===== config.mk =====
export PLATFORM = sky130hd
export DESIGN_NAME = tpu_result_writeback_flat
export DESIGN_NICKNAME = d
export VERILOG_FILES = /design/src/rtl/tpu_pkg.sv /design/src/rtl/tpu_result_writeback_if.sv /design/src/rtl/tpu_deskew_line.sv /design/src/rtl/tpu_result_writeback.sv /design/src/flat_wrapper.sv
export SDC_FILE = /design/constraint.sdc
export NUM_CORES = 2
export LEC_CHECK = 0
export ABC_AREA = 1
export CAP_MARGIN = 20
export CORE_ASPECT_RATIO = 1.1
export CORE_MARGIN = 2
export CORE_UTILIZATION = 61
export DETAILED_ROUTE_END_ITERATION = 6
export PLACE_DENSITY = 0.91
export SLEW_MARGIN = 30
export SYNTH_ARGS = -nofsm -noshare
export SYNTH_HDL_FRONTEND = slang
export SYNTH_HIERARCHICAL = 1
export SYNTH_SLANG_ARGS = --single-unit

===== constraint.sdc =====
create_clock -name clk -period 5.4 [get_ports clk]
set_input_delay 0.54 -clock clk [delete_from_list [all_inputs] [get_ports clk]]
set_output_delay 0.54 -clock clk [all_outputs]
set_load 0.02 [all_outputs]

===== src/rtl/tpu_pkg.sv =====
// Constants and FSM encodings shared across the TPU datapath blocks.
package tpu_pkg;

    localparam int unsigned DEF_MATRIX_SIZE    = 16;
    localparam int unsigned DEF_PARTIAL_SUM_BW = 24;
    localparam int unsigned DEF_ADDRESSSIZE    = 10;

    typedef enum logic [1:0] {
        ST_IDLE  = 2'd0,
        ST_WAIT  = 2'd1,
        ST_WRITE = 2'd2,
        ST_DONE  = 2'd3
    } wb_state_t;

endpackage


===== src/rtl/tpu_result_writeback_if.sv =====
// Job request, systolic result bus and result-SRAM write port of the writeback block.
interface tpu_result_writeback_if
    import tpu_pkg::*;
#(
    parameter int unsigned MATRIX_SIZE    = DEF_MATRIX_SIZE,
    parameter int unsigned PARTIAL_SUM_BW = DEF_PARTIAL_SUM_BW,
    parameter int unsigned ADDRESSSIZE    = DEF_ADDRESSSIZE
);
    logic                                   start;
    logic [ADDRESSSIZE-1:0]                 base_addr;
    logic [ADDRESSSIZE:0]                   num_rows;
    logic                                   relu_en;
    logic                                   rev_en;
    logic [PARTIAL_SUM_BW*MATRIX_SIZE-1:0]  result_in;
    logic                                   sram_we;
    logic [ADDRESSSIZE-1:0]                 sram_address;
    logic [PARTIAL_SUM_BW*MATRIX_SIZE-1:0]  sram_data;
    logic                                   busy;
    logic                                   done;

    modport master (
        output start, base_addr, num_rows, relu_en, rev_en, result_in,
        input  sram_we, sram_address, sram_data, busy, done
    );

    modport slave (
        input  start, base_addr, num_rows, relu_en, rev_en, result_in,
        output sram_we, sram_address, sram_data, busy, done
    );

endinterface


===== src/rtl/tpu_deskew_line.sv =====
// Fixed-depth delay line for one result lane; DEPTH of zero degenerates to a wire.
module tpu_deskew_line #(
    parameter int unsigned WIDTH = 24,
    parameter int unsigned DEPTH = 0
) (
    input  logic             clk,
    input  logic             rstn,
    input  logic [WIDTH-1:0] d,
    output logic [WIDTH-1:0] q
);

    if (DEPTH == 0) begin : g_wire
        logic unused_clk_rst;
        assign unused_clk_rst = &{1'b0, clk, rstn};
        assign q = d;
    end else begin : g_pipe
        logic [WIDTH-1:0] pipe [DEPTH];

        always_ff @(posedge clk or negedge rstn) begin
            if (!rstn) begin
                for (int i = 0; i < int'(DEPTH); i++) pipe[i] <= '0;
            end else begin
                pipe[0] <= d;
                for (int i = 1; i < int'(DEPTH); i++) pipe[i] <= pipe[i-1];
            end
        end

        assign q = pipe[DEPTH-1];
    end

endmodule


===== src/rtl/tpu_result_writeback.sv =====
// Deskews systolic column outputs, applies optional ReLU / lane reversal and
// writes one aligned row per cycle into the result SRAM.
module tpu_result_writeback
    import tpu_pkg::*;
#(
    parameter int unsigned MATRIX_SIZE    = DEF_MATRIX_SIZE,
    parameter int unsigned PARTIAL_SUM_BW = DEF_PARTIAL_SUM_BW,
    parameter int unsigned ADDRESSSIZE    = DEF_ADDRESSSIZE,
    parameter int unsigned LATENCY        = 2*MATRIX_SIZE
) (
    input  logic                   clk,
    input  logic                   rstn,
    tpu_result_writeback_if.slave  bus
);

    localparam int unsigned ROW_W       = PARTIAL_SUM_BW*MATRIX_SIZE;
    localparam int unsigned WAIT_CYCLES = LATENCY + MATRIX_SIZE - 1;
    localparam int unsigned ROWS_W      = ADDRESSSIZE + 1;
    localparam int unsigned WAIT_W      = $clog2(WAIT_CYCLES + 1);
    localparam int unsigned CNT_W       = (WAIT_W > ROWS_W) ? WAIT_W : ROWS_W;

    wb_state_t              state, state_d;
    logic [CNT_W-1:0]       cnt, cnt_d;
    logic [ADDRESSSIZE-1:0] base_q;
    logic [ADDRESSSIZE:0]   rows_q;
    logic                   relu_q;
    logic                   rev_q;

    logic [PARTIAL_SUM_BW-1:0] aligned [MATRIX_SIZE];
    logic [ROW_W-1:0]          row_next;

    // Lane j arrives j cycles late, so it is delayed by the complement to line up with lane MATRIX_SIZE-1.
    for (genvar j = 0; j < MATRIX_SIZE; j++) begin : g_lane
        tpu_deskew_line #(
            .WIDTH (PARTIAL_SUM_BW),
            .DEPTH (MATRIX_SIZE - 1 - j)
        ) u_deskew (
            .clk  (clk),
            .rstn (rstn),
            .d    (bus.result_in[j*PARTIAL_SUM_BW +: PARTIAL_SUM_BW]),
            .q    (aligned[j])
        );
    end

    // ReLU commutes with the lane permutation, so clamp after selecting the source lane.
    for (genvar s = 0; s < MATRIX_SIZE; s++) begin : g_slot
        logic [PARTIAL_SUM_BW-1:0] lane_sel;
        assign lane_sel = rev_q ? aligned[MATRIX_SIZE-1-s] : aligned[s];
        assign row_next[s*PARTIAL_SUM_BW +: PARTIAL_SUM_BW] =
            (relu_q && lane_sel[PARTIAL_SUM_BW-1]) ? '0 : lane_sel;
    end

    always_ff @(posedge clk or negedge rstn) begin
        if (!rstn) begin
            state <= ST_IDLE;
            cnt   <= '0;
        end else begin
            state <= state_d;
            cnt   <= cnt_d;
        end
    end

    // cnt counts WAIT cycles, then doubles as the row index during WRITE.
    always_comb begin
        state_d = state;
        cnt_d   = cnt;
        unique case (state)
            ST_IDLE: begin
                if (bus.start) begin
                    cnt_d   = '0;
                    state_d = (bus.num_rows == '0) ? ST_DONE : ST_WAIT;
                end
            end
            ST_WAIT: begin
                if (cnt == CNT_W'(WAIT_CYCLES - 1)) begin
                    cnt_d   = '0;
                    state_d = ST_WRITE;
                end else begin
                    cnt_d = cnt + CNT_W'(1);
                end
            end
            ST_WRITE: begin
                cnt_d = cnt + CNT_W'(1);
                if (cnt_d == CNT_W'(rows_q)) state_d = ST_DONE;
            end
            ST_DONE: state_d = ST_IDLE;
            default: state_d = ST_IDLE;
        endcase
    end

    always_ff @(posedge clk or negedge rstn) begin
        if (!rstn) begin
            base_q <= '0;
            rows_q <= '0;
            relu_q <= 1'b0;
            rev_q  <= 1'b0;
        end else if (state == ST_IDLE && bus.start) begin
            base_q <= bus.base_addr;
            rows_q <= bus.num_rows;
            relu_q <= bus.relu_en;
            rev_q  <= bus.rev_en;
        end
    end

    // Status and write port are registered copies of the next state, so they track the state exactly.
    always_ff @(posedge clk or negedge rstn) begin
        if (!rstn) begin
            bus.sram_we      <= 1'b0;
            bus.sram_address <= '0;
            bus.sram_data    <= '0;
            bus.busy         <= 1'b0;
            bus.done         <= 1'b0;
        end else begin
            bus.sram_we <= (state_d == ST_WRITE);
            bus.busy    <= (state_d == ST_WAIT) || (state_d == ST_WRITE);
            bus.done    <= (state_d == ST_DONE);
            if (state_d == ST_WRITE) begin
                bus.sram_address <= base_q + ADDRESSSIZE'(cnt_d);
                bus.sram_data    <= row_next;
            end
        end
    end

endmodule


===== src/flat_wrapper.sv =====
// flat-port wrapper written by rule: the top's interface ports become plain ports
module tpu_result_writeback_flat import tpu_pkg::*;
#(
    parameter int unsigned MATRIX_SIZE    = DEF_MATRIX_SIZE,
    parameter int unsigned PARTIAL_SUM_BW = DEF_PARTIAL_SUM_BW,
    parameter int unsigned ADDRESSSIZE    = DEF_ADDRESSSIZE,
    parameter int unsigned LATENCY        = 2*MATRIX_SIZE
)
  (clk, rstn, bus_start, bus_base_addr, bus_num_rows, bus_relu_en, bus_rev_en, bus_result_in, bus_sram_we, bus_sram_address, bus_sram_data, bus_busy, bus_done);
  tpu_result_writeback_if #(.MATRIX_SIZE(MATRIX_SIZE), .PARTIAL_SUM_BW(PARTIAL_SUM_BW), .ADDRESSSIZE(ADDRESSSIZE)) bus_i ();
  input  logic clk;
  input  logic rstn;
  input wire logic [$bits(bus_i.start)-1:0] bus_start;
  input wire logic [$bits(bus_i.base_addr)-1:0] bus_base_addr;
  input wire logic [$bits(bus_i.num_rows)-1:0] bus_num_rows;
  input wire logic [$bits(bus_i.relu_en)-1:0] bus_relu_en;
  input wire logic [$bits(bus_i.rev_en)-1:0] bus_rev_en;
  input wire logic [$bits(bus_i.result_in)-1:0] bus_result_in;
  output wire logic [$bits(bus_i.sram_we)-1:0] bus_sram_we;
  output wire logic [$bits(bus_i.sram_address)-1:0] bus_sram_address;
  output wire logic [$bits(bus_i.sram_data)-1:0] bus_sram_data;
  output wire logic [$bits(bus_i.busy)-1:0] bus_busy;
  output wire logic [$bits(bus_i.done)-1:0] bus_done;
  assign bus_i.start = bus_start;
  assign bus_i.base_addr = bus_base_addr;
  assign bus_i.num_rows = bus_num_rows;
  assign bus_i.relu_en = bus_relu_en;
  assign bus_i.rev_en = bus_rev_en;
  assign bus_i.result_in = bus_result_in;
  assign bus_sram_we = bus_i.sram_we;
  assign bus_sram_address = bus_i.sram_address;
  assign bus_sram_data = bus_i.sram_data;
  assign bus_busy = bus_i.busy;
  assign bus_done = bus_i.done;
  tpu_result_writeback #(.MATRIX_SIZE(MATRIX_SIZE), .PARTIAL_SUM_BW(PARTIAL_SUM_BW), .ADDRESSSIZE(ADDRESSSIZE), .LATENCY(LATENCY)) u_core (.clk(clk), .rstn(rstn), .bus(bus_i));
endmodule

; ---- Yosys cells after proc, flatten, opt, wreduce, memory -nomap -nowiden
; Cells that the tools add are included.
[totals]
regBits = 3313
wordCells = 205
[op_classes]
n_addsub = 2
n_eq_ne = 9
muxes = 40
reduce_logical = 22
[op_table]
columns = cell, count
row1 = $mux 24, 32
row2 = $pmux 11 s3, 1
row3 = $mux 11, 2
row4 = $logic_and 1x1->1, 17
row5 = $add 11x1->11 const B, 1
row6 = $eq 11x11->1, 1
row7 = $eq 11x6->1 const B, 1
row8 = $logic_not 11->1, 1
row9 = $add 10x10->10, 1
row10 = $eq 2x2->1 const B, 4
row11 = $mux 2, 4
row12 = $pmux 2 s4, 1
row13 = $eq 2x1->1 const B, 2
row14 = $reduce_bool 3->1, 1
row15 = $logic_not 2->1, 1
row16 = $ne 2x2->1 const B, 1
row17 = $reduce_and 2->1, 1
row18 = $logic_or 1x1->1, 1

; ---- Logic depth before layout (Yosys ltp)
[depth]
ltp_word = 6
mapped_depth = 23
depth_no_buf = 19

; ---- By module
; Netlist, hierarchy kept.
[modules_own_cells]
columns = mod, n_inst, cells_each, area_per_inst_um2
row1 = tpu_result_writeback, 1, 2503, 21759.6
row2 = tpu_deskew_line at u_core.g_lane[0].u_deskew, 1, 384, 9188.8
row3 = tpu_deskew_line at u_core.g_lane[1].u_deskew, 1, 360, 8588.2
row4 = tpu_deskew_line at u_core.g_lane[2].u_deskew, 1, 336, 7987.7
row5 = tpu_deskew_line at u_core.g_lane[3].u_deskew, 1, 312, 7387.1
row6 = tpu_deskew_line at u_core.g_lane[4].u_deskew, 1, 288, 6786.5
row7 = tpu_deskew_line at u_core.g_lane[5].u_deskew, 1, 264, 6185.9
row8 = tpu_deskew_line at u_core.g_lane[6].u_deskew, 1, 240, 5585.4
row9 = tpu_deskew_line at u_core.g_lane[7].u_deskew, 1, 216, 4984.8
row10 = tpu_deskew_line at u_core.g_lane[8].u_deskew, 1, 192, 4384.2
row11 = tpu_deskew_line at u_core.g_lane[9].u_deskew, 1, 168, 3783.6
row12 = tpu_deskew_line at u_core.g_lane[10].u_deskew, 1, 144, 3183.1
row13 = tpu_deskew_line at u_core.g_lane[11].u_deskew, 1, 120, 2582.5
row14 = tpu_deskew_line at u_core.g_lane[12].u_deskew, 1, 96, 1981.9
row15 = +3 rows, n/a, n/a, n/a

; ---- Least setup slack after synthesis
; Ideal clock, no wire load.
[synth_path]
kind = flip-flop to flip-flop
from = reg u_core.cnt[0]
to = reg u_core.bus.sram_data[237]
setup_time_ps = 124
arrival_time_ps = 2776
t_required_ps = 5276
slack_ps = 2500
path_stages_with_launch = 24
n_path_buf = 4
synth_period_minus_slack_ps = 2900
path_cell_list = dfrtp_1 buf_2 inv_1 ha_1 nand2_1 nand2_1 nor2_1 nand2_1 nor2_1 nand2_1 inv_2 nand2_1 nor2_1 nand3_2 nand2_1 nand2_1 ha_1 buf_2 inv_2 buf_2 buf_1 a21oi_1 o211ai_1 nand2_1
[synth_between]
elab_chain_len = 5
elab_cells_between_ends = 7
[synth_rtl]
columns = item, line
row1 = start: declaration, tpu_result_writeback.sv:23  ; logic [CNT_W-1:0] cnt, cnt_d;
row2 = start signal: assignment, tpu_result_writeback.sv:59  ; cnt <= cnt_d;
row3 = $add 11x1->11, tpu_result_writeback.sv:83  ; cnt_d = cnt + CNT_W'(1);
row4 = $eq 11x11->1, tpu_result_writeback.sv:84  ; if (cnt_d == CNT_W'(rows_q)) state_d = ST_DONE;
row5 = $mux 2, tpu_result_writeback.sv:84
row6 = $pmux 2 s4 *, tpu_result_writeback.sv:67  ; unique case (state)
row7 = $eq 2x2->1 *, tpu_result_writeback.sv:117  ; if (state_d == ST_WRITE) begin
row8 = end signal: assignment, tpu_result_writeback.sv:119  ; bus.sram_data <= row_next;
row9 = end: declaration, tpu_result_writeback_if.sv:28  ; output sram_we, sram_address, sram_data, busy, done
; Every way passes the cells marked *; elsewhere a longest branch is shown, timed or not.
; A chain may end at the register's enable or synchronous reset.

; ---- Final worst setup path
[layout_path]
from = reg u_core.cnt[0]
to = reg u_core.bus.sram_data[135]
; The elaborated chain is that of the path after synthesis.

==> flow_summary.json <==
{
  "cts.reportedPaths.clkPinSlew_ps": 70,
  "rsz0062_at_grt": "no",
  "async_flop_share_pct": 100,
  "p_int_uw": 44200,
  "dr.pass1.iters": 7,
  "core_area_mm2": 0.158,
  "place_congestion": 0.885,
  "layout.nets": 6814,
  "r2r_end": "u_core/bus.sram_data[135]",
  "p_clk_share_pct": 35.7,
  "setup_viol": 0,
  "r2r_slack_ps": 1170,
  "synth_fp_nets": 6167,
  "switchingPower_uw": 19100,
  "synth_edf_count": 0,
  "holdCritPathClass": "in -> reg",
  "clock_latency_ps": 950,
  "detailedPlace.worstSlack_ps": 1460,
  "grt_usage_pct": 34.8,
  "cts_tree": "yes",
  "violations": "DRC",
  "hold_violations": 0,
  "final_common_cell": "dfrtp_1",
  "hold_end": "u_core/g_lane[10].u_deskew/g_pipe.pipe[112]",
  "path_max_fanout": 122,
  "timing.critical_path.mode_cell": "nand2_1",
  "worstPathRequired_ps": 6120,
  "drv_cap": 0,
  "drc_errors": 5,
  "synth-main-ff-cell": "dfrtp_1",
  "wl_per_cell_um": 31.1,
  "peakVddDrop_mv": 0.550,
  "placed_cell_area_mm2": 0.104,
  "htreeDepth": 5,
  "critPathLaunchType": "flip-flop",
  "pin_count": 807,
  "final_cell_mix": "dfrtp_1 (3,312), clkdlybuf4s50_1 (805), nand2_1 (483), a21oi_1 (376), clkbuf_16 (316)",
  "final.min_clock_period_ps": 4230,
  "numCtsBuffers": 311,
  "wl_met3_um": 23000,
  "antenna_left": 0,
  "tns_ps": 0,
  "fmax_ghz": 0.236,
  "dp_hpwl_um": 146000,
  "synth_area_mm2": 0.0965,
  "row_count": 153,
  "worst_clock_skew_ps": 108,
  "cp_cell_sequence": "ha_1 > nand3_1 > nor2_1 > nand2_1 > nand3b_1 > nand4_1 > nor2_2 > nand3_2 > nand2_1 > nand2_1 > ha_4 > inv_8 > buf_12 > a22o_1",
  "comb_power_share_pct": 18.0,
  "drt_wl_total_um": 273000,
  "met1Wirelength_um": 87000,
  "timing.final.ws_setup_ps": 1170,
  "cp_data_arrival_time_ps": 4960,
  "fin_crit_sh_pct": 78.4,
  "yosys_register_bits": 3313,
  "synth_top_cell_by_area": "dfrtp_1",
  "vias": 50327,
  "first_iter_violations": 5710,
  "synth_top_area_share_pct": 85.9,
  "grt_pass1_wl_um": 397000,
  "port_buffers": 806,
  "final_layout_size_suffix_gt1_share_pct": 8.98,
  "synth_seq_area_share_pct": 85.9,
  "grt_pass1_vias": 56997,
  "slew_violations": 0,
  "highest_layer": "met5",
  "post-route-cell-area_mm2": 0.115,
  "syn_to_final_growth_pct": 19.4,
  "crit_slowest_cell": "dfrtp_1",
  "holdCritStartpoint": "bus_result_in[256]",
  "grt_max_degree": 202,
  "die_h_um": 421,
  "avgSynthCellArea_um2": 16.8,
  "cts_sinks": 3313,
  "syn_inst": 5743,
  "die_area_mm2": 0.161,
  "reg2reg_from": "u_core/cnt[0]",
  "cts_root_buffer": "clkbuf_16",
  "p_leak_uw": 0.0530,
  "slew_headroom_pct": 30.0,
  "outcome": "finished with violations",
  "critical_path_class": "reg -> reg",
  "ff2ff_path_depth": 14,
  "power_frac_seq_pct": 46.3,
  "overflow": 0,
  "die_w_um": 383,
  "start_util_pct": 61.3,
  "cpPeakStageDelay_ps": 620,
  "swShare_pct": 30.1,
  "synthTopCellsByArea": "dfrtp_1 (86%), buf_4 (2.8%), a21oi_1 (1.9%)",
  "synthDistinctLibCells": 40,
  "end_kind": "flip-flop",
  "cts.path.max_buffers": 4,
  "yosys_warnings": 6,
  "antenna_found_initial": 68,
  "cts_resized": 0,
  "hold_depth": 1,
  "route.met2.wl_um": 139000,
  "powerDensity_mw_per_mm2": 549,
  "fin_util_pct": 73.2,
  "vias_per_cell": 5.75,
  "whs_ps": 56.1,
  "tightest_slew_ps": 1050
}
==> area by class of cell <==
type                    count  area, um^2
flip-flops and latches   3313       82900
fillers                  8101       42300
repair buffers            919        9470
clock buffers             449        9120
multi-input cells        1608        8960
well taps                2092        2620
clock inverters            88        1150
inverters                 237         910
diodes                     50         125
==> logic make-up (layout without fill, tap and decap cells) <==
| kind of cell | count (synthesis) | count (layout) | synth area share (%) |
|---|---|---|---|
| buf+inv | 822 | 1693 | 4.85 |
| simple gates | 578 | 578 | 2.43 |
| other cells | 0 | 50 | 0 |
| flops | 3313 | 3313 | 85.9 |
| mux | 24 | 24 | 0.259 |
| fa+ha+maj | 14 | 14 | 0.189 |
| compound gates | 986 | 986 | 6.34 |
| xor+xnor | 6 | 6 | 0.0544 |
==> routing by layer <==
layer / track usage, % / vias up
li1: - / 19625
met1: 38.7 / 26331
met2: 57.3 / 3149
met3: 10.4 / 1182
met5: 0 / -
met4: 24.6 / 40
==> Yosys cell counts (13+ instances only) <==
library cell  count
dfrtp_1        3313
nand2_1         484
a21oi_1         376
buf_4           360
inv_1           230
o21ai_0         225
a22o_1          184
o211ai_1        184
clkbuf_1        141
buf_2            49
buf_6            22
nand3_1          22
nor2_1           22
mux2i_1          16
or2_1            16
ha_1             13
==> how the worst max path moves through the flow <==
| stage | startpoint | end | slack, ps | cells past startpoint |
|---|---|---|---|---|
| after floorplan | u_core/cnt[0] | u_core/bus.sram_data[237] | 2500 | 23 |
| after global placement | u_core/cnt[0] | u_core/bus.sram_data[286] | 1700 | 20 |
| after detailed placement | u_core/cnt[0] | u_core/bus.sram_data[135] | 1460 | 14 |
| after CTS | u_core/cnt[0] | u_core/bus.sram_data[135] | 1270 | 16 |
| after global routing | u_core/cnt[0] | u_core/bus.sram_data[135] | 980 | 14 |
| final | u_core/cnt[0] | u_core/bus.sram_data[135] | 1170 | 14 |
==> sequential cells by signal (all words and copies together) (netlist names) <==
signal                              count
u_core/bus.sram_we                      1
u_core/bus.sram_data                  384
u_core/rows_q                          11
u_core/bus.sram_address                10
u_core/base_q                          10
u_core/bus.busy                         1
u_core/relu_q                           1
u_core/cnt                             11
u_core/g_lane.u_deskew/g_pipe.pipe   2520
u_core/g_lane.u_deskew/q              360
u_core/bus.done                         1
u_core/rev_q                            1
u_core/state                            2
==> per-stage QoR <==
step | total power [uW] | cells
2_1_floorplan | 34400 | 5743
5_1_grt | 65200 | 8746
3_3_place_gp | 39100 | 8123
4_1_cts | 63000 | 8701
3_5_place_dp | 40000 | 8124
6_report | 63200 | 8756
==> critical path: cells and delay by family (launching register included) <==
kind,cells,cell delay [ps]
adder cells (fa/ha/maj),2,690
AND/OR/NAND/NOR,9,980
buffers and inverters,2,960
AO/OA/AOI/OAI,1,570
flip-flops,1,620
==> power by group through the flow <==
stage	registers (uW)	clock network (uW)	logic (uW)
6_report	29300	22600	11400
4_1_cts	29200	22700	11100
3_5_place_dp	29400	0	10700
5_1_grt	29400	23900	11900
2_1_floorplan	30000	0	4380
3_3_place_gp	29100	0	10000
==> repair_timing <==
action / in CTS / in global routing
hold buffers: 40 / 0
setup buffers: 0 / 0
hold endpoints to repair: 141 / 0
endpoints found under the setup margin: 0 / 0
(Power assumes the default switching activity.)
